### config.mk
export PLATFORM = sky130hd
export DESIGN_NAME = vec_issue_seq
export DESIGN_NICKNAME = d
export VERILOG_FILES = /design/src/rtl/vp_pkg.sv /design/src/rtl/vseq_field_off.sv /design/src/rtl/vec_issue_seq.sv
export SDC_FILE = /design/constraint.sdc
export NUM_CORES = 1
export LEC_CHECK = 0
export BUFFER_PORTS_ARGS = -buffer_cell sky130_fd_sc_hd__buf_2
export CORE_MARGIN = 2
export CORE_UTILIZATION = 24
export DETAILED_ROUTE_END_ITERATION = 8
export GPL_ROUTABILITY_DRIVEN = 0
export PLACE_DENSITY = 0.54
export SYNTH_ARGS = -nofsm -noshare
export SYNTH_HDL_FRONTEND = slang
export SYNTH_SLANG_ARGS = --single-unit
### constraint.sdc
create_clock -name clk -period 3.2 [get_ports clk]
set_input_delay 0.32 -clock clk [delete_from_list [all_inputs] [get_ports clk]]
set_output_delay 0.32 -clock clk [all_outputs]
set_load 0.005 [all_outputs]
### src/rtl/vp_pkg.sv
// Shared definitions for the vector issue sequencer: FSM states, opcode
// constants and MIPS instruction field positions.
package vp_pkg;

  typedef enum logic [1:0] {
    IDLE  = 2'd0,
    ISSUE = 2'd1,
    DRAIN = 2'd2
  } vseq_state_t;

  localparam logic [5:0] OPC_RTYPE = 6'h00;

  // Instruction field bit positions
  localparam int OPC_HI = 31;
  localparam int OPC_LO = 26;
  localparam int RS_HI  = 25;
  localparam int RS_LO  = 21;
  localparam int RT_HI  = 20;
  localparam int RT_LO  = 16;
  localparam int RD_HI  = 15;
  localparam int RD_LO  = 11;

  localparam int REG_FIELD_W    = 5;
  localparam int NUM_REG_FIELDS = 3;

  // Low bit of register field idx: 0 = rs, 1 = rt, 2 = rd
  function automatic int reg_field_lo(input int idx);
    case (idx)
      0:       return RS_LO;
      1:       return RT_LO;
      default: return RD_LO;
    endcase
  endfunction

endpackage

### src/rtl/vseq_field_off.sv
// Combinational register-field offsetter: adds the element index (mod 32)
// to rs and rt always, and to rd only for R-type instructions. Opcode,
// shamt, funct and immediate bits pass straight through.
import vp_pkg::*;

module vseq_field_off (
  input  logic [31:0] base,
  input  logic [3:0]  elem,
  input  logic [5:0]  opcode,
  output logic [31:0] instn
);

  logic       rtype;
  logic [4:0] elem_ext;

  assign rtype    = (opcode == OPC_RTYPE);
  assign elem_ext = {1'b0, elem};

  assign instn[OPC_HI:OPC_LO] = base[OPC_HI:OPC_LO];
  assign instn[RD_LO-1:0]     = base[RD_LO-1:0];

  // rs and rt are always offset; rd only for R-type (for I-type it is part
  // of the immediate and must stay untouched).
  for (genvar gi = 0; gi < NUM_REG_FIELDS; gi++) begin : g_field
    localparam int  LO         = reg_field_lo(gi);
    localparam bit  ALWAYS_OFF = (gi < 2);
    logic [4:0] sum;
    assign sum = base[LO +: REG_FIELD_W] + elem_ext;
    assign instn[LO +: REG_FIELD_W] = (ALWAYS_OFF || rtype) ? sum : base[LO +: REG_FIELD_W];
  end

endmodule

### src/rtl/vec_issue_seq.sv
// Vector instruction sequencer: accepts one vector instruction, issues one
// scalar micro-op per element with register fields offset by the element
// index, waits a fixed drain period, then pulses done.
import vp_pkg::*;

module vec_issue_seq #(
  parameter int MAX_VL    = 16,
  parameter int DRAIN_CYC = 2
) (
  input  logic        clk,
  input  logic        rst,
  input  logic        in_valid,
  output logic        in_ready,
  input  logic [31:0] in_instn,
  input  logic [4:0]  in_vl,
  output logic        out_valid,
  input  logic        out_ready,
  output logic [31:0] out_instn,
  output logic [3:0]  out_elem,
  output logic        out_last,
  output logic        busy,
  output logic        done,
  output logic        err_vl
);

  localparam int             DW         = (DRAIN_CYC < 2) ? 1 : $clog2(DRAIN_CYC + 1);
  localparam logic [4:0]     MAX_VL_W   = 5'(MAX_VL);
  localparam logic [DW-1:0]  DRAIN_LOAD = DW'(DRAIN_CYC);
  localparam logic [DW-1:0]  DRAIN_ONE  = DW'(1);

  vseq_state_t   state_reg, state_next;
  logic [31:0]   instn_reg, instn_next;
  logic [4:0]    vl_reg, vl_next;
  logic [3:0]    elem_reg, elem_next;
  logic [DW-1:0] drain_reg, drain_next;
  logic          done_reg, done_next;
  logic          err_reg, err_next;

  logic          accept;
  logic          vl_over;
  logic          is_issue;
  logic          is_last;
  logic [4:0]    eff_vl;
  logic [31:0]   off_instn;

  assign is_issue = (state_reg == ISSUE);
  assign accept   = in_valid && (state_reg == IDLE);
  assign vl_over  = (in_vl > MAX_VL_W);
  assign eff_vl   = vl_over ? MAX_VL_W : in_vl;
  assign is_last  = ({1'b0, elem_reg} == (vl_reg - 5'd1));

  vseq_field_off u_field_off (
    .base   (instn_reg),
    .elem   (elem_reg),
    .opcode (instn_reg[OPC_HI:OPC_LO]),
    .instn  (off_instn)
  );

  // Outputs are gated by state so idle and reset both present zeros.
  assign in_ready  = (state_reg == IDLE);
  assign busy      = (state_reg != IDLE);
  assign out_valid = is_issue;
  assign out_instn = is_issue ? off_instn : 32'd0;
  assign out_elem  = is_issue ? elem_reg : 4'd0;
  assign out_last  = is_issue && is_last;
  assign done      = done_reg;
  assign err_vl    = err_reg;

  // Next-state, counter and flag logic.
  always_comb begin
    state_next = state_reg;
    instn_next = instn_reg;
    vl_next    = vl_reg;
    elem_next  = elem_reg;
    drain_next = drain_reg;
    done_next  = 1'b0;
    err_next   = err_reg;
    case (state_reg)
      IDLE: begin
        if (accept) begin
          instn_next = in_instn;
          vl_next    = eff_vl;
          elem_next  = 4'd0;
          if (vl_over) err_next = 1'b1;
          if (eff_vl == 5'd0) done_next = 1'b1;
          else                state_next = ISSUE;
        end
      end
      ISSUE: begin
        if (out_ready) begin
          if (is_last) begin
            elem_next = 4'd0;
            if (DRAIN_CYC == 0) begin
              state_next = IDLE;
              done_next  = 1'b1;
            end else begin
              state_next = DRAIN;
              drain_next = DRAIN_LOAD;
            end
          end else begin
            elem_next = elem_reg + 4'd1;
          end
        end
      end
      DRAIN: begin
        if (drain_reg <= DRAIN_ONE) begin
          state_next = IDLE;
          drain_next = '0;
          done_next  = 1'b1;
        end else begin
          drain_next = drain_reg - DRAIN_ONE;
        end
      end
      default: state_next = IDLE;
    endcase
  end

  // State and datapath registers with asynchronous reset.
  always_ff @(posedge clk or posedge rst) begin
    if (rst) begin
      state_reg <= IDLE;
      instn_reg <= 32'd0;
      vl_reg    <= 5'd0;
      elem_reg  <= 4'd0;
      drain_reg <= '0;
      done_reg  <= 1'b0;
      err_reg   <= 1'b0;
    end else begin
      state_reg <= state_next;
      instn_reg <= instn_next;
      vl_reg    <= vl_next;
      elem_reg  <= elem_next;
      drain_reg <= drain_next;
      done_reg  <= done_next;
      err_reg   <= err_next;
    end
  end

endmodule

== Word-level counts from Yosys, hierarchy flattened ==
Cells that the tools add are included.

* Magnitude comparators: 2
* Muxes and demuxes: 20
* Reduce and logical (&&, ||, !) cells: 13
* Equality and inequality tests: 8
* $add $sub $neg: 6

{| class="wikitable"
|+ Operator list
! operator !! count
|-
| two-way mux 32 bit || 1
|-
| two-way mux 4 bit || 4
|-
| adder 5 x 4 -> 5 bit || 3
|-
| two-way mux 2 bit || 6
|-
| two-way mux 5 bit || 2
|-
| AND reduction 3 bit || 3
|-
| case mux 4 bit (2 select lines) || 1
|-
| logical NOT 6 bit || 1
|-
| inequality test 2 bit, second input constant || 3
|-
| case mux 2 bit (3 select lines) || 1
|-
| nonzero test 2 bit || 3
|-
| == test 4 x 5 -> 1 bit || 1
|-
| greater-than comparator 5 bit, second input constant || 1
|-
| logical NOT 5 bit || 1
|-
| AND reduction 5 bit || 1
|-
| subtractor 5 x 1 -> 5 bit, second input constant || 1
|-
| adder 4 x 1 -> 4 bit, second input constant || 1
|-
| inequality test 2 x 1 -> 1 bit, second input constant || 2
|-
| case mux 2 bit (2 select lines) || 1
|-
| two-way mux 1 bit || 3
|-
| == test 2 x 1 -> 1 bit, second input constant || 1
|-
| == test 2 bit, second input constant || 1
|-
| less-or-equal comparator 2 x 1 -> 1 bit, second input constant || 1
|-
| logical AND 1 bit || 2
|-
| 4 further kinds || 4
|}

* Register bits after elaboration: 47
* Logic and storage cells: 56
* Output and inout bits: 42
* Input bits: 41

== Logic depth before layout (Yosys ltp) ==
Gate-level depths: netlist of the first run.

* Depth in word-level cells: 6
* Depth in mapped cells: 7
* Mapped depth without buffers: 7

== By module ==
From an unflattened synthesis of the first run, not the netlist that was laid out.

* Cell total of the unflattened synthesis: 335
* Area, all modules: 2880.3 µm²

{| class="wikitable"
|+ By module, submodules not included
! module !! area each (µm²) !! times used !! sequential area each (µm²) !! cells an instance
|-
| vec_issue_seq || 2272.2 || 1 || 1176.1 || 259
|-
| vseq_field_off || 608.1 || 1 || 0.0 || 76
|}

== Worst setup path before layout of the first run ==
OpenSTA, ideal clock, no wires.

* Kind: register to output
* Start point: register elem_reg[0]
* End point: output out_instn[15]
* Cell stages (with the launch flop): 7
* Path slack: 1.295 ns
* Required time: 2.880 ns
* Arrival time: 1.585 ns
* Path buffers: 0
* Path through: dfrtp_1 > ha_1 > fa_1 > a21o_1 > a21oi_1 > o21ai_0 > a21oi_1

* Word-level cells in the longest chain between the ends: 3

{| class="wikitable"
|+ RTL lines
! element !! line !! source
|-
| start: declaration || vec_issue_seq.sv:34 || <nowiki>logic [3:0] elem_reg, elem_next;</nowiki>
|-
| start signal: assignment || vec_issue_seq.sv:132 || <nowiki>elem_reg <= elem_next;</nowiki>
|-
| adder 5 x 4 -> 5 bit || vseq_field_off.sv:28 || <nowiki>assign sum = base[LO +: REG_FIELD_W] + elem_ext;</nowiki>
|-
| two-way mux 5 bit || vseq_field_off.sv:29 || <nowiki>assign instn[LO +: REG_FIELD_W] = (ALWAYS_OFF || rtype) ? sum : base[LO +: REG_FIELD_W];</nowiki>
|-
| two-way mux 32 bit || vec_issue_seq.sv:63 || <nowiki>assign out_instn = is_issue ? off_instn : 32'd0;</nowiki>
|-
| end: declaration || vec_issue_seq.sv:18 || <nowiki>output logic [31:0] out_instn,</nowiki>
|}

Every way passes these cells.

== Worst setup path in the final report of the first run ==
* Start point: register elem_reg[0]
* End point: output out_instn[25]

* Word-level cells in the longest chain between the ends: 2

{| class="wikitable"
|+ RTL lines
! element !! line
|-
| adder 5 x 4 -> 5 bit || vseq_field_off.sv:28
|-
| two-way mux 32 bit || vec_issue_seq.sv:63
|}

Every way passes these cells.

==> results of run 1 <==
==> worst paths after layout <==
check,end,slack (ns)
max,out_instn[25],0.67
min,instn_reg[25],0.20
max reg2reg,elem_reg[0],0.94
min reg2reg,instn_reg[9],0.47
max in group asynchronous,instn_reg[26],2.28
min in group asynchronous,instn_reg[1],0.25
==> per-layer routing <==
metal,share of wire [%],GRT usage (%)
met1,45,15.7
met2,49,20.8
met3,5.5,3.26
met4,0.37,2.71
met5,0,0
==> synthesized netlist by cell type, types with 3 or more instances <==
library cell  number  area share [%]
nand2_1          109              15
dfrtp_1           47              44
and2_1            25             5.8
nor2_1            16             2.2
ha_1              14             6.6
a21oi_1           11             2.1
clkbuf_1           9             1.3
inv_1              8             1.1
xnor2_1            7             2.3
a21o_1             6             1.7
o21ai_0            6             1.1
xor2_1             6             2.0
nand3b_1           5             1.4
mux2i_1            4             1.5
fa_1               3             2.2
nor3_1             3            0.56
==> cell families after synthesis <==
family / after synthesis
AOI/OAI and AO/OA: 34
xor gates and xnor gates: 13
adders and majority gates: 17
buffers and inverters: 20
DFF: 47
muxes: 4
and+or+nand+nor: 172
==> cell usage in the layout (no fill, tap or decap), types with 2 or more instances in the layout <==
master and count:
a21o_1 6, a21oi_1 11, a22o_1 2, a31o_2 2
and2_1 25, buf_2 82, buf_4 3, clkbuf_8 5
dfrtp_1 47, fa_1 3, ha_1 14, inv_1 7
mux2i_1 4, nand2_1 109, nand2b_1 2, nand3b_1 5
nor2_1 16, nor3_1 3, o21ai_0 6, xnor2_1 7
xor2_1 6
==> power breakdown <==
part           total, mW  switching (mW)  internal, mW  leakage, nW
registers           1.14           0.282         0.862        0.581
logic               1.85           0.927         0.920         1.16
clock network      0.339           0.193         0.146       0.0371
==> area by class of cell <==
cell class,count,area (sq um),share of cell area (%)
timing repair buffer,85,433,13.1
inverter,8,30.0,0.907
clock buffer,6,72.6,2.19
tap,140,175,5.29
multi-input combinational,240,1420,43.0
sequential,47,1180,35.5
==> stage by stage <==
stage                     power [mW]  utilization, %  area [sq um]
final                           3.33            30.5          3310
after global routing            3.71            30.5          3310
after CTS                       3.40            30.5          3310
after detailed placement        3.03            29.9          3240
after global placement          3.00            29.9          3240
after floorplan                 2.34               -          2670
==> critical path, stage by stage, from the launching register on <==
cell     delay, ns
dfrtp_1       0.51
ha_1          0.26
fa_1          0.40
a21o_1        0.17
a21oi_1       0.21
xor2_1        0.16
nor2_1        0.06
buf_2         0.14
==> flow_summary.json, run 1 <==
{
  "initial_core_util_pct": 24.7,
  "syn_nets": 365,
  "cts_resized": 0,
  "r2r-start": "state_reg[1]",
  "cts_tree": "yes",
  "clock_path_buffers": 2,
  "pre_cts_slack_ns": 0.909,
  "clock_latency_ns": 0.30,
  "grtUsageTotal_pct": 12.3,
  "yosysWarnings": 0,
  "grt_max_degree": 48,
  "cp-end-kind": "primary output",
  "drc_errors": 0,
  "dieArea_sq_um": 12000,
  "timing.final.ws_setup_ns": 0.670,
  "grt_pass1_wl_microns": 11400,
  "worst_pin_slew_ns": 1.04,
  "h-tree-depth": 2,
  "ctsHoldBuffers": 0,
  "firstDrtPassIters": 4,
  "ys_seq_area_share_pct": 44.0,
  "fin_crit_ns": 2.53,
  "synth-main-ff-cell": "dfrtp_1",
  "synth_compound_area_share_pct": 8.89,
  "drtAntennaViolNets": 0,
  "port_buffers": 82,
  "crit_start": "elem_reg[0]",
  "maxCapViolations": 0,
  "drt_iter0_markers": 88,
  "synth_top_family_by_area": "simple AND/OR/NAND/NOR gates",
  "finalNonFillerCells": 526,
  "synth_edf_count": 0,
  "die_w_microns": 110,
  "synth-xor-area-share_pct": 4.26,
  "fin_crit_sh_pct": 79.1,
  "drive_above_1_share_pct": 26.4,
  "pin_count": 83,
  "synth.ff_latch_count": 47,
  "final_nets": 445,
  "wl_microns": 6980,
  "syn_area_sq_um": 2670,
  "reg2regPathDepth": 6,
  "path_clk_slew_ns": 0.09,
  "rows": 38,
  "cts-root-buf": "clkbuf_8",
  "hold_viol_final": 0,
  "vias": 2264,
  "cts_setup_buffers": 0,
  "antenna_found_initial": 0,
  "grt_pass1_vias": 2354,
  "routedWlPerCell_microns": 13.3,
  "synth_mux_area_share_pct": 1.50,
  "n_antenna_cell": 0,
  "max_freq_mhz": 395,
  "fin_tns_setup_ns": 0,
  "cp.required_ns": 2.88,
  "fillers": 1189,
  "synth_fa_ha_area_share_pct": 8.80,
  "rsz0062_at_grt": "false",
  "vias_per_cell": 4.30,
  "whs_ns": 0.201,
  "hpwl_microns": 5050,
  "holdCritStartpoint": "in_instn[25]",
  "worstPathArrival_ns": 2.21,
  "syn_avg_cell_area_sq_um": 8.71,
  "numCtsBuffers": 5,
  "placedCellCount": 520,
  "largest_reg_flops": 32,
  "area_delta_synth_final_pct": 23.8,
  "synth_simple_gate_area_share_pct": 29.6,
  "synth_cells": 307,
  "status": "finished, final reports clean",
  "critPathKind": "flip-flop to primary output",
  "hold_class": "input port to flip-flop",
  "skew_ns": 0.0104,
  "power.static_leakage_nw": 1.78,
  "min_path_cells": 3,
  "numClockSinks": 47,
  "relSlewSlack_pct": 30.4,
  "core_area_sq_um": 10800,
  "grt_overflow": 0,
  "power-per-cell-area_nw_per_um2": 1010,
  "cp-start-kind": "flip-flop",
  "synthArstFlopShare_pct": 100,
  "cp_max_fo": 8,
  "final-setup-viol-count": 0,
  "ir_drop_uv": 312,
  "die_height_microns": 110,
  "report.final.slew_viol_count": 0,
  "synth.distinct_cells": 41
}
Note: power is estimated with default switching activity, not from simulation.
==> run 2: changes to the inputs <==
Settings changed: PLACE_DENSITY 0.54 to 0.55.
Clock period 3.2 ns to 2.2 ns, I/O delays scaled along.
==> run 2 against run 1 <==
Effect of this change:
- the run now ends with negative setup slack left
- clock power is 99% higher
- sequential power grew 46%
- count of clock-buffer cells in the layout is the same
- combinational power is 70% higher
- core utilization is 2.5 points higher
- power grew 65%
- clock skew shrank 0.0014 ns
- sequential share of layout area down 2.6 points
- via count rose by 5.9%
- sequential cell count unchanged
- die area did not move
- critical endpoint is now out_instn[20]
- highest routed layer unchanged
==> flow_summary.json, run 2 (synthesis gave the netlist of run 1 again) <==
{
  "hold_viol_final": 0,
  "n_antenna_cell": 0,
  "rsz0062_at_grt": "true",
  "hold_class": "input port to flip-flop",
  "skew_ns": 0.00895,
  "p_clk_share_pct": 12.3,
  "violations": "negative setup slack",
  "core_area_sq_um": 10800,
  "cp.required_ns": 1.98,
  "power-per-cell-area_nw_per_um2": 1530,
  "drt_iter0_markers": 95,
  "reg2regPathDepth": 7,
  "h-tree-depth": 2,
  "timing.final.ws_setup_ns": -0.0188,
  "numClockSinks": 47,
  "grt_pass1_wl_microns": 11900,
  "drc_errors": 0,
  "relSlewSlack_pct": 63.5,
  "area_delta_synth_final_pct": 34.0,
  "dieArea_sq_um": 12000,
  "wl_microns": 7510,
  "cp_cell_sequence": "ha_2, fa_2, a21o_1, a21oi_2, xor2_1, nor2_1, buf_2",
  "drtAntennaViolNets": 0,
  "swShare_pct": 40.7,
  "cts_tree": "yes",
  "ir_drop_uv": 484,
  "path_clk_slew_ns": 0.09,
  "final_cell_mix": "nand2_1 (109), buf_2 (83), dfrtp_1 (44)",
  "clock_path_buffers": 2,
  "power.internal_mw": 3.26,
  "combPwrFrac_pct": 57.4,
  "critPathKind": "flip-flop to primary output",
  "rows": 38,
  "pin_count": 83,
  "final_nets": 464,
  "p_seq_share_pct": 30.3,
  "fin_crit_sh_pct": 101,
  "cp_max_fo": 4,
  "grtUsageTotal_pct": 12.7,
  "final-setup-viol-count": 2,
  "antenna_found_initial": 0,
  "routedWlPerCell_microns": 13.7,
  "largest_reg_flops": 32,
  "vias_per_cell": 4.38,
  "power.static_leakage_nw": 1.90,
  "pre_cts_slack_ns": 0.159,
  "max_freq_mhz": 451,
  "firstDrtPassIters": 4,
  "critPathBufInv": 1,
  "mostFrequentLayoutCell": "nand2_1",
  "port_buffers": 82,
  "initial_core_util_pct": 24.7,
  "vias": 2398,
  "grt_max_degree": 37,
  "report.final.slew_viol_count": 0,
  "clock_latency_ns": 0.30,
  "min_path_cells": 3,
  "whs_ns": 0.104,
  "cp_top_family": "adder cells",
  "drive_above_1_share_pct": 34.6,
  "grt_pass1_vias": 2468,
  "worstPathArrival_ns": 2.00,
  "cts-root-buf": "clkbuf_8",
  "grt_overflow": 0,
  "maxCapViolations": 0,
  "cp-start-kind": "flip-flop",
  "die_height_microns": 110,
  "worst_pin_slew_ns": 0.546,
  "path_depth": 7,
  "fin_crit_ns": 2.22,
  "cp-end-kind": "primary output",
  "hpwl_microns": 5150,
  "numCtsBuffers": 5,
  "p_switching_mw": 2.23,
  "die_w_microns": 110,
  "status": "finished, violations left",
  "critPathSlowestCell": "dfrtp_2",
  "max_stage_delay_ns": 0.46
}
[run 2: repair_timing]
item | CTS | global route
hold endpoints to repair | 22 | 0
resized for setup | 11 | 11
pin swaps | 0 | 4
hold buffers | 1 | 0
endpoints found under the setup margin | 8 | 6
buffers inserted | 4 | 9
[run 2: final cells by class]
type	count	area [sq um]
fillers	1175	7260
multi-input cells	240	1490
flip-flops and latches	47	1180
repair buffers	104	588
well taps	140	175
clock buffers	6	82.6
clock inverters	2	35.0
inverters	8	30.0
[run 2: worst reg2reg max path, cell delays in order (launching register included)]
cell	delay [ns]
dfrtp_2	0.51
buf_2	0.20
buf_4	0.14
xnor2_1	0.12
nor2_1	0.14
o311a_4	0.24
and3_4	0.21
a2bb2oi_1	0.17
[run 2: final timing paths]
| kind | from | to | slack (ns) |
|---|---|---|---|
| max | elem_reg[0] | out_instn[20] | -0.02 |
| min | in_instn[17] | instn_reg[17] | 0.10 |
| max reg2reg | elem_reg[1] | drain_reg[1] | 0.41 |
| min reg2reg | instn_reg[10] | instn_reg[10] | 0.48 |
| max in group asynchronous | rst | elem_reg[0] | 1.16 |
| min in group asynchronous | rst | err_vl | 0.50 |
[run 2: power groups by stage]
stage	combinational, mW	sequential [mW]	clock, mW
floorplan	1.87	1.53	0
global placement	2.75	1.66	0
detailed placement	2.78	1.69	0
CTS	2.91	1.67	0.702
global route	3.58	1.73	0.735
finish	3.15	1.66	0.674
[run 2: routing by layer]
layer / wire [microns] / vias to the layer above / share of wire (%) / GRT usage, %
li1: - / 1190 / - / -
met1: 3350 / 1131 / 45 / 16.0
met2: 3680 / 73 / 49 / 22.0
met3: 434 / 4 / 5.8 / 3.14
met4: 38 / 0 / 0.51 / 2.80
met5: 0 / - / 0 / 0
[run 2: metrics by stage]
step | std cells | power (mW) | area, sq um | setup TNS, ns | util [%]
final | 547 | 5.49 | 3580 | -0.0265 | 33.0
after global routing | 547 | 6.05 | 3580 | -0.440 | 33.0
after CTS | 538 | 5.28 | 3470 | -0.000670 | 32.0
after detailed placement | 525 | 4.47 | 3290 | 0 | 30.3
after global placement | 525 | 4.41 | 3290 | 0 | 30.3
after floorplan | 307 | 3.40 | 2670 | 0 | -
